--- src/rtl/text_pkg.sv ---
// Shared definitions for the text-mode renderer.
// Provides the text grid geometry, the 12-bit RGB pixel type, sync polarity
// and default colours, plus the cell-address helper used by the renderer.
package text_pkg;

    localparam int unsigned COLS   = 80;   // 640 / CELL_W
    localparam int unsigned ROWS   = 60;   // 480 / CELL_W
    localparam int unsigned CELL_W = 8;
    localparam int unsigned ADDR_W = 13;   // covers COLS * ROWS = 4800 cells

    typedef logic [11:0] rgb12_t;          // {R[3:0], G[3:0], B[3:0]}

    localparam logic SYNC_ACTIVE = 1'b0;
    localparam logic SYNC_IDLE   = ~SYNC_ACTIVE;

    localparam rgb12_t DEFAULT_FG = 12'hFFF;
    localparam rgb12_t DEFAULT_BG = 12'h000;

    // row * 80 + col built from shifts (row*64 + row*16); no multiplier.
    function automatic logic [ADDR_W-1:0] cell_addr(input logic [6:0] row,
                                                    input logic [6:0] col);
        logic [ADDR_W-1:0] r;
        r = {6'b0, row};
        return (r << 6) + (r << 4) + {6'b0, col};
    endfunction

endpackage

--- src/rtl/text_blink_timer.sv ---
// Cursor blink timer.
// Counts frames on the falling (idle -> active) edge of vsync and toggles the
// blink phase every BLINK_FRAMES frames.
// Ports:
//   clk          pixel clock
//   rst          synchronous active-high reset
//   vsync_in     raw vertical sync, active-low
//   blink_state  current blink phase, 0 after reset
module text_blink_timer
    import text_pkg::*;
#(
    parameter int unsigned BLINK_FRAMES = 30
) (
    input  logic clk,
    input  logic rst,
    input  logic vsync_in,
    output logic blink_state
);

    localparam int unsigned CNT_W = (BLINK_FRAMES > 1) ? $clog2(BLINK_FRAMES) : 1;
    localparam logic [CNT_W-1:0] CNT_LAST = CNT_W'(BLINK_FRAMES - 1);

    logic             vsync_prev;
    logic [CNT_W-1:0] frame_cnt;
    logic [CNT_W-1:0] frame_cnt_next;
    logic             blink_next;
    logic             frame_start;

    assign frame_start = (vsync_prev == SYNC_IDLE) && (vsync_in == SYNC_ACTIVE);

    always_comb begin
        frame_cnt_next = frame_cnt;
        blink_next     = blink_state;
        if (frame_start) begin
            // The edge that lands on the last count wraps and toggles once.
            if (frame_cnt == CNT_LAST) begin
                frame_cnt_next = '0;
                blink_next     = ~blink_state;
            end else begin
                frame_cnt_next = frame_cnt + 1'b1;
            end
        end
    end

    always_ff @(posedge clk) begin
        if (rst) begin
            vsync_prev  <= SYNC_IDLE;
            frame_cnt   <= '0;
            blink_state <= 1'b0;
        end else begin
            vsync_prev  <= vsync_in;
            frame_cnt   <= frame_cnt_next;
            blink_state <= blink_next;
        end
    end

endmodule

--- src/rtl/text_pixel_renderer.sv ---
// Text-mode pixel renderer: 8x8 character cells, one 12-bit pixel per clock.
// Pipeline: S0 registers the text RAM address and side signals, S1 is the
// RAM read cycle, S2 looks up the glyph row combinationally and registers rgb.
// Ports:
//   clk, rst                     pixel clock, synchronous active-high reset
//   pix_x, pix_y, video_on       current coordinate from the timing generator
//   hsync_in, vsync_in           raw syncs (active-low)
//   ram_addr / ram_data          text RAM, 1-cycle synchronous read
//   font_code, font_row          font ROM query (combinational)
//   font_pixels                  glyph row, bit 7 = leftmost pixel
//   cursor_col/row/en            cursor position and enable
//   rgb                          output pixel
//   hsync_out, vsync_out         syncs delayed 3 cycles to align with rgb
//   blink_state                  current cursor blink phase
module text_pixel_renderer
    import text_pkg::*;
#(
    parameter int unsigned COLS         = text_pkg::COLS,
    parameter int unsigned ROWS         = text_pkg::ROWS,
    parameter int unsigned ADDR_W       = text_pkg::ADDR_W,
    parameter int unsigned BLINK_FRAMES = 30,
    parameter rgb12_t      FG_RGB       = DEFAULT_FG,
    parameter rgb12_t      BG_RGB       = DEFAULT_BG
) (
    input  logic              clk,
    input  logic              rst,
    input  logic [9:0]        pix_x,
    input  logic [9:0]        pix_y,
    input  logic              video_on,
    input  logic              hsync_in,
    input  logic              vsync_in,
    output logic [ADDR_W-1:0] ram_addr,
    input  logic [7:0]        ram_data,
    output logic [7:0]        font_code,
    output logic [2:0]        font_row,
    input  logic [7:0]        font_pixels,
    input  logic [6:0]        cursor_col,
    input  logic [5:0]        cursor_row,
    input  logic              cursor_en,
    output rgb12_t            rgb,
    output logic              hsync_out,
    output logic              vsync_out,
    output logic              blink_state
);

    // Stage 0 registers
    logic [2:0] s0_x_lo;
    logic [2:0] s0_y_lo;
    logic       s0_video_on;
    logic       s0_hsync;
    logic       s0_vsync;
    logic [6:0] s0_cell_col;
    logic [6:0] s0_cell_row;
    logic       s0_cursor_match;

    // Stage 1 registers
    logic [2:0] s1_x_lo;
    logic [2:0] s1_y_lo;
    logic       s1_video_on;
    logic       s1_hsync;
    logic       s1_vsync;
    logic       s1_cursor_match;

    logic [6:0]        cell_col;
    logic [6:0]        cell_row;
    logic              cursor_match;
    logic [ADDR_W-1:0] addr_next;
    logic              glyph_bit;
    logic              cursor_hit;
    rgb12_t            rgb_next;

    assign cell_col = pix_x[9:3];
    assign cell_row = pix_y[9:3];

    // Cursor is compared with the coordinate it belongs to, so a move is
    // applied on a pixel boundary. Out-of-range cursor positions never match.
    assign cursor_match = cursor_en
                        && (cursor_col < 7'(COLS))
                        && (cursor_row < 6'(ROWS))
                        && (cell_col == cursor_col)
                        && (cell_row == {1'b0, cursor_row});

    assign addr_next = video_on ? ADDR_W'(cell_addr(cell_row, cell_col)) : '0;

    always_ff @(posedge clk) begin
        if (rst) begin
            ram_addr        <= '0;
            s0_x_lo         <= '0;
            s0_y_lo         <= '0;
            s0_video_on     <= 1'b0;
            s0_hsync        <= SYNC_IDLE;
            s0_vsync        <= SYNC_IDLE;
            s0_cell_col     <= '0;
            s0_cell_row     <= '0;
            s0_cursor_match <= 1'b0;
            s1_x_lo         <= '0;
            s1_y_lo         <= '0;
            s1_video_on     <= 1'b0;
            s1_hsync        <= SYNC_IDLE;
            s1_vsync        <= SYNC_IDLE;
            s1_cursor_match <= 1'b0;
            rgb             <= '0;
            hsync_out       <= SYNC_IDLE;
            vsync_out       <= SYNC_IDLE;
        end else begin
            ram_addr        <= addr_next;
            s0_x_lo         <= pix_x[2:0];
            s0_y_lo         <= pix_y[2:0];
            s0_video_on     <= video_on;
            s0_hsync        <= hsync_in;
            s0_vsync        <= vsync_in;
            s0_cell_col     <= cell_col;
            s0_cell_row     <= cell_row;
            s0_cursor_match <= cursor_match;
            s1_x_lo         <= s0_x_lo;
            s1_y_lo         <= s0_y_lo;
            s1_video_on     <= s0_video_on;
            s1_hsync        <= s0_hsync;
            s1_vsync        <= s0_vsync;
            s1_cursor_match <= s0_cursor_match;
            rgb             <= rgb_next;
            hsync_out       <= s1_hsync;
            vsync_out       <= s1_vsync;
        end
    end

    // Cell position is carried for debug visibility only; the match is
    // already resolved in stage 0.
    logic unused_cell;
    assign unused_cell = ^{s0_cell_col, s0_cell_row};

    // Stage 2: ram_data is valid this cycle, font ROM answers combinationally.
    assign font_code = ram_data;
    assign font_row  = s1_y_lo;

    always_comb begin
        rgb_next   = 12'h000;
        glyph_bit  = font_pixels[3'd7 - s1_x_lo];
        cursor_hit = s1_cursor_match & blink_state;
        if (s1_video_on) begin
            rgb_next = (glyph_bit ^ cursor_hit) ? FG_RGB : BG_RGB;
        end
    end

    text_blink_timer #(
        .BLINK_FRAMES (BLINK_FRAMES)
    ) u_blink (
        .clk         (clk),
        .rst         (rst),
        .vsync_in    (vsync_in),
        .blink_state (blink_state)
    );

endmodule

--- config.mk ---
export PLATFORM = sky130hd
export DESIGN_NAME = text_pixel_renderer
export DESIGN_NICKNAME = d
export VERILOG_FILES = /design/src/rtl/text_pkg.sv /design/src/rtl/text_blink_timer.sv /design/src/rtl/text_pixel_renderer.sv
export SDC_FILE = /design/constraint.sdc
export NUM_CORES = 1
export LEC_CHECK = 0
export BUFFER_PORTS_ARGS = -buffer_cell sky130_fd_sc_hd__buf_2
export CAP_MARGIN = 20
export CELL_PAD_IN_SITES_DETAIL_PLACEMENT = 0
export CELL_PAD_IN_SITES_GLOBAL_PLACEMENT = 1
export CORE_AREA = 2 2 85 87
export DETAILED_ROUTE_END_ITERATION = 10
export DIE_AREA = 0 0 87 89
export PLACE_DENSITY = 0.79
export SLEW_MARGIN = 10
export SYNTH_ARGS = -nofsm -noshare
export SYNTH_HDL_FRONTEND = slang
export SYNTH_SLANG_ARGS = --single-unit
--- constraint.sdc ---
create_clock -name clk -period 2.08 [get_ports clk]
set_clock_uncertainty 0.2 [all_clocks]
set_input_delay 0.104 -clock clk [delete_from_list [all_inputs] [get_ports clk]]
set_output_delay 0.104 -clock clk [all_outputs]
set_load 0.05 [all_outputs]
==> results of run 1 <==
## repair_timing
action                                  CTS  global route
hold buffers                             20             4
hold endpoints to repair                 21             1
resized for setup                         0             3
endpoints found under the setup margin    0             2
## area by class of cell
cell class                 count  area, sq um
clock buffer                   5         68.8
clock inverter                 3         25.0
fill                         678         3930
inverter                       8         30.0
multi-input combinational    128         1000
sequential                    42          841
tap                           80          100
timing repair buffer         114          721
## layout by cell type (no fill, tap or decap), types with 3 or more instances in the layout
cell type / netlist / final
sky130_fd_sc_hd__buf_2: 0 / 77
sky130_fd_sc_hd__dfxtp_1: 42 / 42
sky130_fd_sc_hd__nor2_1: 14 / 14
sky130_fd_sc_hd__dlygate4sd3_1: 0 / 23
sky130_fd_sc_hd__a211oi_1: 4 / 4
sky130_fd_sc_hd__o21ai_0: 3 / 3
sky130_fd_sc_hd__nand2b_1: 3 / 3
sky130_fd_sc_hd__inv_1: 8 / 8
sky130_fd_sc_hd__xnor2_1: 6 / 6
sky130_fd_sc_hd__xor2_1: 11 / 11
sky130_fd_sc_hd__nor2b_1: 17 / 17
sky130_fd_sc_hd__clkbuf_8: 0 / 5
sky130_fd_sc_hd__nor3_1: 3 / 3
sky130_fd_sc_hd__nand4_1: 4 / 4
sky130_fd_sc_hd__and2_1: 7 / 7
sky130_fd_sc_hd__nand3_1: 3 / 3
sky130_fd_sc_hd__or2_2: 6 / 6
sky130_fd_sc_hd__ha_1: 15 / 14
sky130_fd_sc_hd__buf_4: 19 / 14
sky130_fd_sc_hd__nand2_1: 6 / 6
## per-layer routing
metal,global-route usage [%],part of all wire [%],wire [um],vias up
met5,0,0,0,-
met3,3.05,5.6,238,2
met4,3.41,0.70,30,0
met2,18.8,49,2070,54
met1,12.5,45,1920,733
li1,-,-,-,859
## kinds of logic after synthesis
family,Yosys count,share of synthesized area [%]
and+or+nand+nor,71,19.8
muxes,4,3.61
DFF,42,41.8
buffers and inverters,31,9.33
AOI/OAI and AO/OA,19,6.72
adders and majority gates,17,11.3
xor gates and xnor gates,17,7.40
## tightest hold or removal path, cell delays in order
cell and delay, ns:
sky130_fd_sc_hd__buf_2 0.10, sky130_fd_sc_hd__nand3_1 0.07, sky130_fd_sc_hd__nand2_1 0.09, sky130_fd_sc_hd__a2111oi_2 0.06
## through the flow
stage               worst slack (ns)  setup TNS, ns  area [sq um]  hold slack, ns  power (mW)
detailed placement            -0.157         -0.460          2440         0.00834        1.28
global placement              -0.141         -0.380          2440         0.00834        1.28
global route                  0.0181              0          2790         0.00812        1.94
finish                        0.0710              0          2790         -0.0225        1.84
CTS                           0.0127              0          2740         0.00834        1.86
floorplan                     0.0111              0          2010         -0.0244        1.18
## final timing paths
path / from / endpoint / slack (ns)
setup reg to reg: u_blink.frame_cnt[1] / u_blink.frame_cnt[1] / 0.35
hold reg to reg: s1_hsync / hsync_out / 0.22
setup / recovery: pix_y[9] / ram_addr[10] / 0.07
hold / removal: cursor_row[4] / s0_cursor_match / -0.02
## Yosys cell counts (all sizes together), types with 3 or more instances
library cell	instances	area, sq um
nand4	4	25.0
xor2	11	96.3
or2	7	43.8
nand3	3	15.0
dfxtp	42	841
nor3	3	15.0
inv	8	30.0
nor2b	17	106
nand2	6	22.5
nor2	14	52.6
and2	7	43.8
ha	15	188
a211oi	4	30.0
buf	19	143
nand2b	3	18.8
xnor2	6	52.6
o21ai	3	15.0
clkbuf	4	15.0
## registers in the layout, summed over array words and instances (netlist names), 3 cells and up
signal             flops
ram_addr              13
s0_x_lo                3
u_blink.frame_cnt      5
s1_x_lo                3
font_row               3
s0_y_lo                3
## power by group
part	internal [mW]	total, mW	switching [mW]
Combinational	0.197	0.444	0.247
Sequential	0.844	0.858	0.0142
Clock	0.242	0.542	0.299
Total	1.28	1.84	0.560
==> results.md, run 1 <==
Outcome:
- The run finished, with violations left.
- The checks that failed: negative hold slack.

Global routing:
- The number of antenna violations at the first check in global routing was 0.
- Across every metal layer, demand over resource in global routing totals 10.7%.
- The sum of overflow across all layers after global routing is 0.
- The wire length of the first global-routing pass is approximately 6.5 mm.
- The number of global-route vias before repair came to between 1000 and 1500.
- Entering global routing, the biggest net connects 19 pins.

Setup path:
- Traced cell by cell, the critical path runs through dlygate4sd3_1 > buf_2 > ha_1 > ha_4 > inv_1 > or4_1 > nand3_1.
- The critical path crosses 7 cells after its start point.
- The worst setup path is of the in2reg kind.
- The type of origin of the critical path is a primary input.
- The category of cells accounting for the largest share of critical-path delay is buffers and inverters.
- The worst path arrival time is around 2.1 ns.
- The count of buffering cells on the critical path with inverters included is 3.
- The slowest stage cell on the critical path is sky130_fd_sc_hd__dlygate4sd3_1.
- The worst setup path is captured at a flip-flop.
- The worst path required time is around 2.1 ns.
- The length in cells of the worst reg-to-reg path is 6.
- The maximum net fanout on the critical path is 5.
- The maximum single-stage delay on the critical path is between 0.5 and 0.6 ns.

Clock tree:
- The clock latency reported for the late side of the worst-skew pair is between 0.2 and 0.3 ns.
- The clock buffer count from CTS is 5.
- The total clock sinks is between 40 and 50.
- The post-CTS setup buffer count is 0.
- TritonCTS built the clock tree.
- The deepest level of the CTS H-tree is 2.
- In this run the clock root is driven by a sky130_fd_sc_hd__clkbuf_8.
- After clock tree synthesis, the clock-pin slew on the worst setup and hold paths is about 0.090 ns.
- In this run the deepest clock path goes through 2 buffers.

Synth:
- After technology mapping, the gate count stands at between 200 and 250.
- During synthesis, Yosys emitted a total of 0 warnings.
- The mean cell area of the mapped netlist is 10.0 sq um.
- After synthesis the netlist holds a flip-flop and latch count of 42.
- The post-synthesis instance area is between 2000 and 2500 sq um.
- The post-synthesis sequential area ratio is around two fifths.
- The net count of the mapped netlist is about 270.
- The unique cell type count in the Yosys netlist is 36.
- The most used flip-flop cell after synthesis is sky130_fd_sc_hd__dfxtp_1.
- Of all flip-flops after synthesis, the portion carrying an async set or reset was 0%.
- Yosys mapped a number of flops with a built-in enable equal to 0.

STA:
- The relative max-transition margin is between 70% and 80%.
- The number of failing setup endpoints in the final timing report is 0.
- The final number of hold-violating endpoints is 1.
- For the finished layout, the period the worst path requires is approximately 2.0 ns.
- Setup repair after global routing left no endpoint under its margin.
- The max-slew violation count is 0.
- The achievable frequency is roughly 0.50 GHz.
- Hold timing on the final database bottoms out at a slack of -0.0225 ns.
- The transition time at the pin with the least slew margin is around 0.33 ns.
- Dividing the final minimum period by the clock period gives 96.6%.

Power and ir drop:
- The leakage power of the design is about 1.3 nW.
- VDD sags by at most between 0.2 and 0.25 mV.
- Dividing total power by cell area gives a power density of about 660 nW/um^2.

Cells and area:
- Of the cells placed in the final design, the portion with a size suffix greater than 1 is a little over a third.
- The non-filler instance count after layout is 380.
- The area growth from synthesis to layout is 38.6%.
- 0 antenna diodes ended up in the layout.
- Cells fill ~41% of the core in the end.
- In the final design database the tool counted 371 nets.

Routing:
- The number of design rule violations left after detail routing is 0.
- Before antenna repair, the detailed router went through 4 iterations.
- Dividing the detail-routed via count by the number of cells gives 4.34.
- Once detail routing completed, the nets flagged for antenna violations numbered 0.
- After detailed routing, the average wire length per cell comes to 11.2 um.
- The vias after detailed routing is ~1600.
- The aggregate routed wire length is between 4 and 5 mm.
- After the first detailed-routing iteration, the DRC count stood at 15.

Placed design:
- The count of input and output buffers is 77.
- The half-perimeter wire length after detailed placement is about 3.3 mm.
- Counting tap cells, the placed design contains a total of 349 instances.
- Routability-driven placement finished with a final weighted congestion of around 0.81.

Hold path:
- The class of the most critical hold timing path is in2reg.
- The worst hold path passes through 4 cells.

Floorplanning:
- The cell row count is 30.
- In this run the standard cell core region covers approximately 6700 sq um.
- During I/O placement, the number of pins put on the boundary was 94.
- The area of the die is between 7000 and 8000 sq um.
- The die is approximately 90 um tall.
- The starting utilization of the core area is roughly 30%.
- The floorplan die width is 87 um.

Flow run:
- The number of max-capacitance violations reported is 0.
(Power assumes the default switching activity.)
==> inputs of run 2 (changes only) <==
--- a/config.mk
+++ b/config.mk
@@ -13,6 +13,7 @@
 export DETAILED_ROUTE_END_ITERATION = 10
 export DIE_AREA = 0 0 87 89
 export PLACE_DENSITY = 0.79
+export SETUP_SLACK_MARGIN = 0.15
 export SLEW_MARGIN = 10
 export SYNTH_ARGS = -nofsm -noshare
 export SYNTH_HDL_FRONTEND = slang
==> results.md, run 2 (synthesis gave the netlist of run 1 again) <==
Outcome:
- Result of the run: finished clean (was complete, but fails checks).

Global routing:
- The largest net degree at the start of global routing is 25 (was 19).
- The number of global-route vias before repair came to 1500 (was 1495).
- The sum of overflow across all layers after global routing is 0 (unchanged).
- The wire length of the first global-routing pass is 6.66 mm (was 6.47 mm).
- The total track usage is 11.1% (was 10.7%).
- The number of antenna violations at the first check in global routing is 0 (unchanged).

Routing:
- The number of iterations in the first detailed-routing pass is 4 (unchanged).
- The number of design rule violations left after detail routing is 0 (unchanged).
- The violation count after the first detailed-routing iteration came to 40 (was 15).
- The vias after detailed routing is 1594 (was 1648).
- The remaining number of nets flagged by the antenna check after routing was 0 (unchanged).
- The aggregate routed wire length is 4.28 mm (was 4.26 mm).
- The per-cell via count in the routed design is 4.34 (about the same).
- The detailed-route wire length per cell came to 11.7 um (was 11.2 um).

Power and ir drop:
- The worst vdd rail ir drop is 0.291 mV (was 0.219 mV).
- The total power divided by cell area is 681 nW/um^2 (was 662 nW/um^2).
- The leakage power of the design is 1.26 nW (was 1.32 nW).
- The post-layout total power came to 1.84 mW (about the same).

Setup path:
- The critical path capture point type was a flip-flop (unchanged).
- The worst path arrival time is 1.89 ns (was 2.05 ns).
- The maximum net fanout on the critical path was 3 (was 5).
- The worst path required time is 2.12 ns (about the same).
- The kind of critical path was in2reg (unchanged).
- The type of origin of the critical path was a primary input (unchanged).

STA:
- The relative max-transition margin is 69.0% (was 78.1%).
- The achievable frequency was 0.541 GHz (was 0.498 GHz).
- The ratio of final minimum period to clock period is 88.8% (was 96.6%).
- The post-route worst hold slack is 0.00802 ns (was -0.0225 ns).
- The max-slew violation count is 0 (unchanged).
- The final critical-path required period is 1.85 ns (was 2.01 ns).
- The number of failing setup endpoints in the final timing report is 0 (unchanged).
- The final number of hold-violating endpoints is 0 (was 1).
- Setup repair after global routing missed its margin: false (unchanged).
- The transition time at the pin with the least slew margin is 0.465 ns (was 0.326 ns).

Cells and area:
- The fraction of layout instances using a drive strength above 1 came to 37.6% (was 36.0%).
- Most frequent cells in the layout: sky130_fd_sc_hd__buf_2, sky130_fd_sc_hd__dfxtp_1, sky130_fd_sc_hd__nor2b_1, sky130_fd_sc_hd__dlygate4sd3_1, sky130_fd_sc_hd__nor2_1 (was sky130_fd_sc_hd__buf_2, sky130_fd_sc_hd__dfxtp_1, sky130_fd_sc_hd__dlygate4sd3_1, sky130_fd_sc_hd__nor2b_1).
- The number of filler cells placed in the layout came to 644 (was 678).
- The storage element area is 841 sq um (unchanged).
- Registers with the most flip-flops: ram_addr (13), u_blink.frame_cnt (5) (unchanged).
- The area of combinational cells with multiple inputs is 1030 sq um (was 1000 sq um).
- The most common cell after layout, fill and taps aside is sky130_fd_sc_hd__buf_2 (unchanged).
- The most flop-heavy register was ram_addr (unchanged).
- The count of nets after finishing came to 358 (was 371).
- The flip-flop count of the largest register, all copies and words added is 13 (unchanged).
- The area overhead of the layout relative to synthesis is 34.3% (was 38.6%).
- The antenna diode count is 0 (unchanged).
- The post-route standard cell area excluding fillers is 2700 sq um (was 2790 sq um).

Clock tree:
- The deepest level of the CTS H-tree is 2 (unchanged).
- The CTS tree is done (unchanged).
- The clock buffer count from CTS came to 5 (unchanged).
- The maximum count of clock buffers along a single path is 2 (unchanged).
- The root buffer selected by CTS is sky130_fd_sc_hd__clkbuf_8 (unchanged).
- The post-CTS setup buffer count is 0 (unchanged).
- The clock latency reported for the late side of the worst-skew pair came to 0.30 ns (was 0.29 ns).
- The total clock sinks is 42 (unchanged).
- The clock slew at the register clock pins of the worst setup and hold paths is 0.09 ns (about the same).

Floorplanning:
- The floorplan die width is 87 um (unchanged).
- The area of the die was 7740 sq um (unchanged).
- The I/O pin total is 94 (unchanged).
- The cell row count is 30 (unchanged).
- The starting utilization of the core area is 29.9% (unchanged).
- The y dimension of the die is 89 um (unchanged).
- The core footprint came to 6720 sq um (unchanged).

Placed design:
- The half-perimeter wire length after detailed placement is 3.25 mm (was 3.33 mm).
- The count of input and output buffers came to 77 (unchanged).
- The final estimated routing congestion in global placement came to 0.820 (was 0.808).
- The cell area after placement was 2430 sq um (was 2440 sq um).

Hold path:
- The class of the most critical hold timing path is in2out (was in2reg).

Flow run:
- The number of max-capacitance violations reported came to 0 (unchanged).
run 2: changes by cell type in the layout (fill, tap and decap cells not counted), moves of 2 or more:
cell                            change
sky130_fd_sc_hd__buf_4              -7
sky130_fd_sc_hd__dlygate4sd3_1      -6
sky130_fd_sc_hd__fa_1               -2
sky130_fd_sc_hd__fa_2               +2
sky130_fd_sc_hd__ha_1               -2
sky130_fd_sc_hd__inv_1              -2
sky130_fd_sc_hd__inv_2              +2
run 2: layer usage:
layer  global-route usage [%]  vias up  wire length, um
met5                        0        -                0
met1                     13.0      710             1940
met3                     3.69        4              316
li1                         -      827                -
met2                     18.7       53             1970
met4                     4.69        0               54
run 2: path summary, 6_finish.rpt:
path / startpoint / slack (ns) / depth (start not counted) / end
worst max-delay path: pix_y[5] / 0.23 / 7 / ram_addr[10]
worst min-delay path: ram_data[6] / 0.008 / 0 / font_code[6]
worst max register to register: u_blink.frame_cnt[1] / 0.38 / 6 / u_blink.frame_cnt[1]
worst min register to register: s0_hsync / 0.21 / 1 / s1_hsync
run 2: where the power goes:
group          switching (mW)  total [mW]  internal, mW
sequential             0.0140       0.858         0.844
combinational           0.247       0.431         0.184
clock                   0.306       0.549         0.242
total                   0.567        1.84          1.27
run 2: layout make-up:
cell class	instances	area share [%]
sequential	42	31.1
timing repair buffer	101	22.5
tap	80	3.71
clock buffer	5	2.55
clock inverter	3	0.927
inverter	8	1.11
multi-input combinational	128	38.0
run 2: worst max-delay path, stage by stage:
cell and delay (ns):
sky130_fd_sc_hd__buf_2 0.12, sky130_fd_sc_hd__fa_2 0.62, sky130_fd_sc_hd__ha_4 0.22, sky130_fd_sc_hd__a211oi_2 0.23
sky130_fd_sc_hd__o21bai_1 0.10, sky130_fd_sc_hd__or4_1 0.41, sky130_fd_sc_hd__nand3_1 0.09
run 2: through the flow:
stage          std cells  setup WS [ns]  util, %  setup TNS [ns]
6_report             367          0.233     40.2               0
5_1_grt              367          0.171     40.2               0
4_1_cts              367          0.241     40.1               0
3_5_place_dp         342        -0.0626     36.1          -0.101
3_3_place_gp         342        -0.0456     36.1         -0.0483
2_1_floorplan        201          0.136        -               0
run 2: timing repair:
item | 4_1_cts | 5_1_grt
gates resized for setup | 0 | 2
hold buffers | 17 | 0
endpoints found under the hold margin | 16 | 0
endpoints found under the setup margin | 0 | 1
==> inputs of run 3 (changes only) <==
--- a/config.mk
+++ b/config.mk
@@ -5,13 +5,14 @@
 export SDC_FILE = /design/constraint.sdc
 export NUM_CORES = 1
 export LEC_CHECK = 0
+export ABC_AREA = 1
 export BUFFER_PORTS_ARGS = -buffer_cell sky130_fd_sc_hd__buf_2
 export CAP_MARGIN = 20
 export CELL_PAD_IN_SITES_DETAIL_PLACEMENT = 0
 export CELL_PAD_IN_SITES_GLOBAL_PLACEMENT = 1
-export CORE_AREA = 2 2 85 87
+export CORE_AREA = 2 2 89 91
 export DETAILED_ROUTE_END_ITERATION = 10
-export DIE_AREA = 0 0 87 89
+export DIE_AREA = 0 0 91 93
 export PLACE_DENSITY = 0.79
 export SETUP_SLACK_MARGIN = 0.15
 export SLEW_MARGIN = 10
==> results.md, run 3 <==
Outcome:
- Result of the run: finished clean (unchanged).

Setup path:
- The worst path arrival time is 1.80 ns (was 1.89 ns).
- The maximum net fanout on the critical path is 3 (unchanged).
- The origin of the worst setup path is pix_x[9] (was pix_y[5]).
- The worst path required time was 2.07 ns (was 2.12 ns).
- The type of origin of the critical path is a primary input (unchanged).
- The kind of critical path was in2reg (unchanged).
- The worst setup slack for register-to-register paths came to 0.72 ns (was 0.38 ns).
- The critical path capture point type is a flip-flop (unchanged).
- The reg-to-reg critical path startpoint is u_blink.frame_cnt[0] (was u_blink.frame_cnt[1]).

Cells and area:
- The non-filler instance count after layout is 476 (was 367).
- The antenna diode count is 0 (unchanged).
- The flip-flop count of the largest register, all copies and words added was 13 (unchanged).
- Registers with the most flip-flops: ram_addr (13), u_blink.frame_cnt (5) (unchanged).
- The fraction of layout instances using a drive strength above 1 is 27.5% (was 37.6%).
- The most common cell after layout, fill and taps aside is sky130_fd_sc_hd__buf_2 (unchanged).
- The count of nets after finishing is 445 (was 358).
- The most flop-heavy register was ram_addr (unchanged).
- Most frequent cells in the layout: sky130_fd_sc_hd__buf_2, sky130_fd_sc_hd__inv_1, sky130_fd_sc_hd__nand2_1, sky130_fd_sc_hd__dfxtp_1, sky130_fd_sc_hd__nor2_1 (was sky130_fd_sc_hd__buf_2, sky130_fd_sc_hd__dfxtp_1, sky130_fd_sc_hd__nor2b_1, sky130_fd_sc_hd__dlygate4sd3_1, sky130_fd_sc_hd__nor2_1).
- The area overhead of the layout relative to synthesis is 36.5% (was 34.3%).

Routing:
- The violation count after the first detailed-routing iteration is 35 (was 40).
- The vias after detailed routing is 1945 (was 1594).
- The per-cell via count in the routed design is 4.09 (was 4.34).
- The aggregate routed wire length came to 4.81 mm (was 4.28 mm).
- The number of design rule violations left after detail routing is 0 (unchanged).
- The detailed-route wire length per cell came to 10.1 um (was 11.7 um).
- The number of iterations in the first detailed-routing pass is 4 (unchanged).
- The remaining number of nets flagged by the antenna check after routing is 0 (unchanged).

Synth:
- The mean cell area of the mapped netlist was 7.52 sq um (was 10.0 sq um).
- Top post-synthesis cells by count: sky130_fd_sc_hd__inv_1, sky130_fd_sc_hd__nand2_1, sky130_fd_sc_hd__dfxtp_1 (was sky130_fd_sc_hd__dfxtp_1, sky130_fd_sc_hd__buf_4, sky130_fd_sc_hd__nor2b_1).
- The post-synthesis sequential area ratio came to 39.7% (was 41.8%).
- The proportion of register bits with asynchronous set or reset after synthesis came to 0% (unchanged).
- The portion of synthesized cell area occupied by the leading cell type is 39.7% (was 41.8%).
- The post-synthesis instance area is 2120 sq um (was 2010 sq um).
- The number of standard cells after synthesis is 282 (was 201).
- Leading post-synthesis cells by cell area: sky130_fd_sc_hd__dfxtp_1, sky130_fd_sc_hd__inv_1, sky130_fd_sc_hd__ha_1, sky130_fd_sc_hd__nand2_1, sky130_fd_sc_hd__nor2_1 (was sky130_fd_sc_hd__dfxtp_1, sky130_fd_sc_hd__ha_1, sky130_fd_sc_hd__buf_4, sky130_fd_sc_hd__nor2b_1, sky130_fd_sc_hd__xor2_1).
- The synthesis-stage register bit count was 42 (unchanged).
- The number of enable flip-flop cells after synthesis is 0 (unchanged).
- The library cell with the largest summed area after synthesis is sky130_fd_sc_hd__dfxtp_1 (unchanged).
- The most used flip-flop cell after synthesis is sky130_fd_sc_hd__dfxtp_1 (unchanged).
- The net count of the mapped netlist is 354 (was 273).
- The most common cell in the netlist is sky130_fd_sc_hd__inv_1 (was sky130_fd_sc_hd__dfxtp_1).
- The unique cell type count in the Yosys netlist is 29 (was 36).
- The number of warning messages in the yosys log came to 0 (unchanged).

Floorplanning:
- The cell row count was 32 (was 30).
- The core footprint is 7530 sq um (was 6720 sq um).
- The starting utilization of the core area is 28.2% (was 29.9%).
- The area of the die is 8460 sq um (was 7740 sq um).
- The I/O pin total is 94 (unchanged).
- The y dimension of the die is 93 um (was 89 um).
- The floorplan die width is 91 um (was 87 um).

STA:
- The achievable frequency came to 0.554 GHz (was 0.541 GHz).
- The final number of hold-violating endpoints came to 0 (unchanged).
- The ratio of final minimum period to clock period was 86.8% (was 88.8%).
- The slack of the critical path is 0.275 ns (was 0.233 ns).
- The final critical-path required period is 1.80 ns (was 1.85 ns).
- The relative max-transition margin is 74.1% (was 69.0%).
- Setup repair after global routing missed its margin: true (was false).
- The number of failing setup endpoints in the final timing report is 0 (unchanged).
- The max-slew violation count came to 0 (unchanged).
- The total negative slack came to 0 ns (unchanged).
- The transition time at the pin with the least slew margin came to 0.387 ns (was 0.465 ns).

Placed design:
- The worst setup slack after placement is -0.0380 ns (was -0.0626 ns).
- The final estimated routing congestion in global placement is 0.832 (was 0.820).
- The count of input and output buffers is 77 (unchanged).
- The number of placed cells counting well taps is 440 (was 342).
- The half-perimeter wire length after detailed placement is 3.47 mm (was 3.25 mm).

Hold path:
- The worst hold path startpoint is ram_data[2] (was ram_data[6]).
- The class of the most critical hold timing path is in2out (unchanged).

Global routing:
- The wire length of the first global-routing pass came to 8.04 mm (was 6.66 mm).
- The largest net degree at the start of global routing is 16 (was 25).
- The total track usage was 11.8% (was 11.1%).
- The sum of overflow across all layers after global routing was 0 (unchanged).
- The number of global-route vias before repair is 1851 (was 1500).
- The number of antenna violations at the first check in global routing was 0 (unchanged).

Clock tree:
- The deepest level of the CTS H-tree is 2 (unchanged).
- The clock buffer count from CTS was 5 (unchanged).
- The total clock sinks is 42 (unchanged).
- The maximum count of clock buffers along a single path is 2 (unchanged).
- The root buffer selected by CTS is sky130_fd_sc_hd__clkbuf_8 (unchanged).
- The CTS tree is done (unchanged).
- The clock slew at the register clock pins of the worst setup and hold paths is 0.09 ns (about the same).
- The clock latency reported for the late side of the worst-skew pair is 0.29 ns (was 0.30 ns).

Power and ir drop:
- The worst vdd rail ir drop is 0.252 mV (was 0.291 mV).
- The share of total power in the clock network is 29.5% (was 29.9%).
- The switching portion of total power is 31.5% (was 30.9%).
- The internal power component is 1.26 mW (was 1.27 mW).
- The total power divided by cell area is 635 nW/um^2 (was 681 nW/um^2).
- The combinational group share of total power is 23.8% (was 23.5%).
- The leakage power of the design is 1.52 nW (was 1.26 nW).
- The net switching component of the power is 0.579 mW (was 0.567 mW).
- The part of the power in registers is 46.7% (about the same).

Flow run:
- The number of max-capacitance violations reported is 0 (unchanged).
run 3: changes by cell type after synthesis, moves of 6 or more:
cell                      change
sky130_fd_sc_hd__nand3_1      +7
sky130_fd_sc_hd__nor2b_1     -17
sky130_fd_sc_hd__and2_1       -6
sky130_fd_sc_hd__inv_1       +46
sky130_fd_sc_hd__xor2_1       -9
sky130_fd_sc_hd__nor2_1      +27
sky130_fd_sc_hd__a21oi_1     +11
sky130_fd_sc_hd__o21ai_0      +6
sky130_fd_sc_hd__nand2_1     +37
run 3: metal layers:
layer	routed length, um	vias up	share of wire (%)	track usage (%)
met4	97	0	2.0	4.55
li1	-	1023	-	-
met3	305	12	6.3	3.79
met1	2070	848	43	13.2
met2	2330	62	49	20.8
met5	0	-	0	0
run 3: repair_timing:
action                                  4_1_cts  5_1_grt
hold buffers                                 28        0
hold endpoints to repair                     22        0
resized for setup                             0        7
endpoints found under the setup margin        0        2
setup buffers                                 0        0
run 3: final timing paths:
path,depth (start not counted),endpoint
worst max-delay path,8,ram_addr[11]
worst min-delay path,0,font_code[2]
worst max register to register,4,u_blink.frame_cnt[2]
worst min register to register,2,s1_x_lo[0]
run 3: metrics by stage:
step / hold WS, ns / area [sq um] / utilization (%) / total power [mW]
2_1_floorplan: 0.00781 / 2120 / - / 1.19
3_3_place_gp: 0.00834 / 2480 / 33.0 / 1.26
3_5_place_dp: 0.00834 / 2480 / 33.0 / 1.26
4_1_cts: 0.00834 / 2860 / 37.9 / 1.86
5_1_grt: 0.00808 / 2890 / 38.4 / 1.96
6_report: 0.00802 / 2890 / 38.4 / 1.84
run 3: power groups by stage:
stage | sequential (mW) | combinational (mW) | clock (mW)
floorplan | 0.949 | 0.242 | 0
CTS | 0.858 | 0.429 | 0.573
global route | 0.863 | 0.488 | 0.611
global placement | 0.876 | 0.383 | 0
detailed placement | 0.877 | 0.387 | 0
finish | 0.858 | 0.438 | 0.541
run 3: layout make-up:
class,instances,area [sq um]
inverters,57,216
clock inverters,3,23.8
well taps,102,128
flip-flops and latches,42,841
multi-input cells,162,943
clock buffers,5,68.8
repair buffers,105,672
fillers,805,4630
run 3: worst max-delay path, cell delays in order:
cell and delay, ns:
sky130_fd_sc_hd__buf_2 0.12, sky130_fd_sc_hd__fa_1 0.56, sky130_fd_sc_hd__inv_1 0.07, sky130_fd_sc_hd__fa_1 0.47
sky130_fd_sc_hd__o21ai_2 0.19, sky130_fd_sc_hd__nand2_1 0.10, sky130_fd_sc_hd__a21oi_1 0.13, sky130_fd_sc_hd__nor2_1 0.06
run 3: logic make-up after synthesis:
logic type,synth area share (%)
and+or+nand+nor,22.8
buffers and inverters,17.2
DFF,39.7
AOI/OAI and AO/OA,7.50
adders and majority gates,10.7
xor gates and xnor gates,2.07
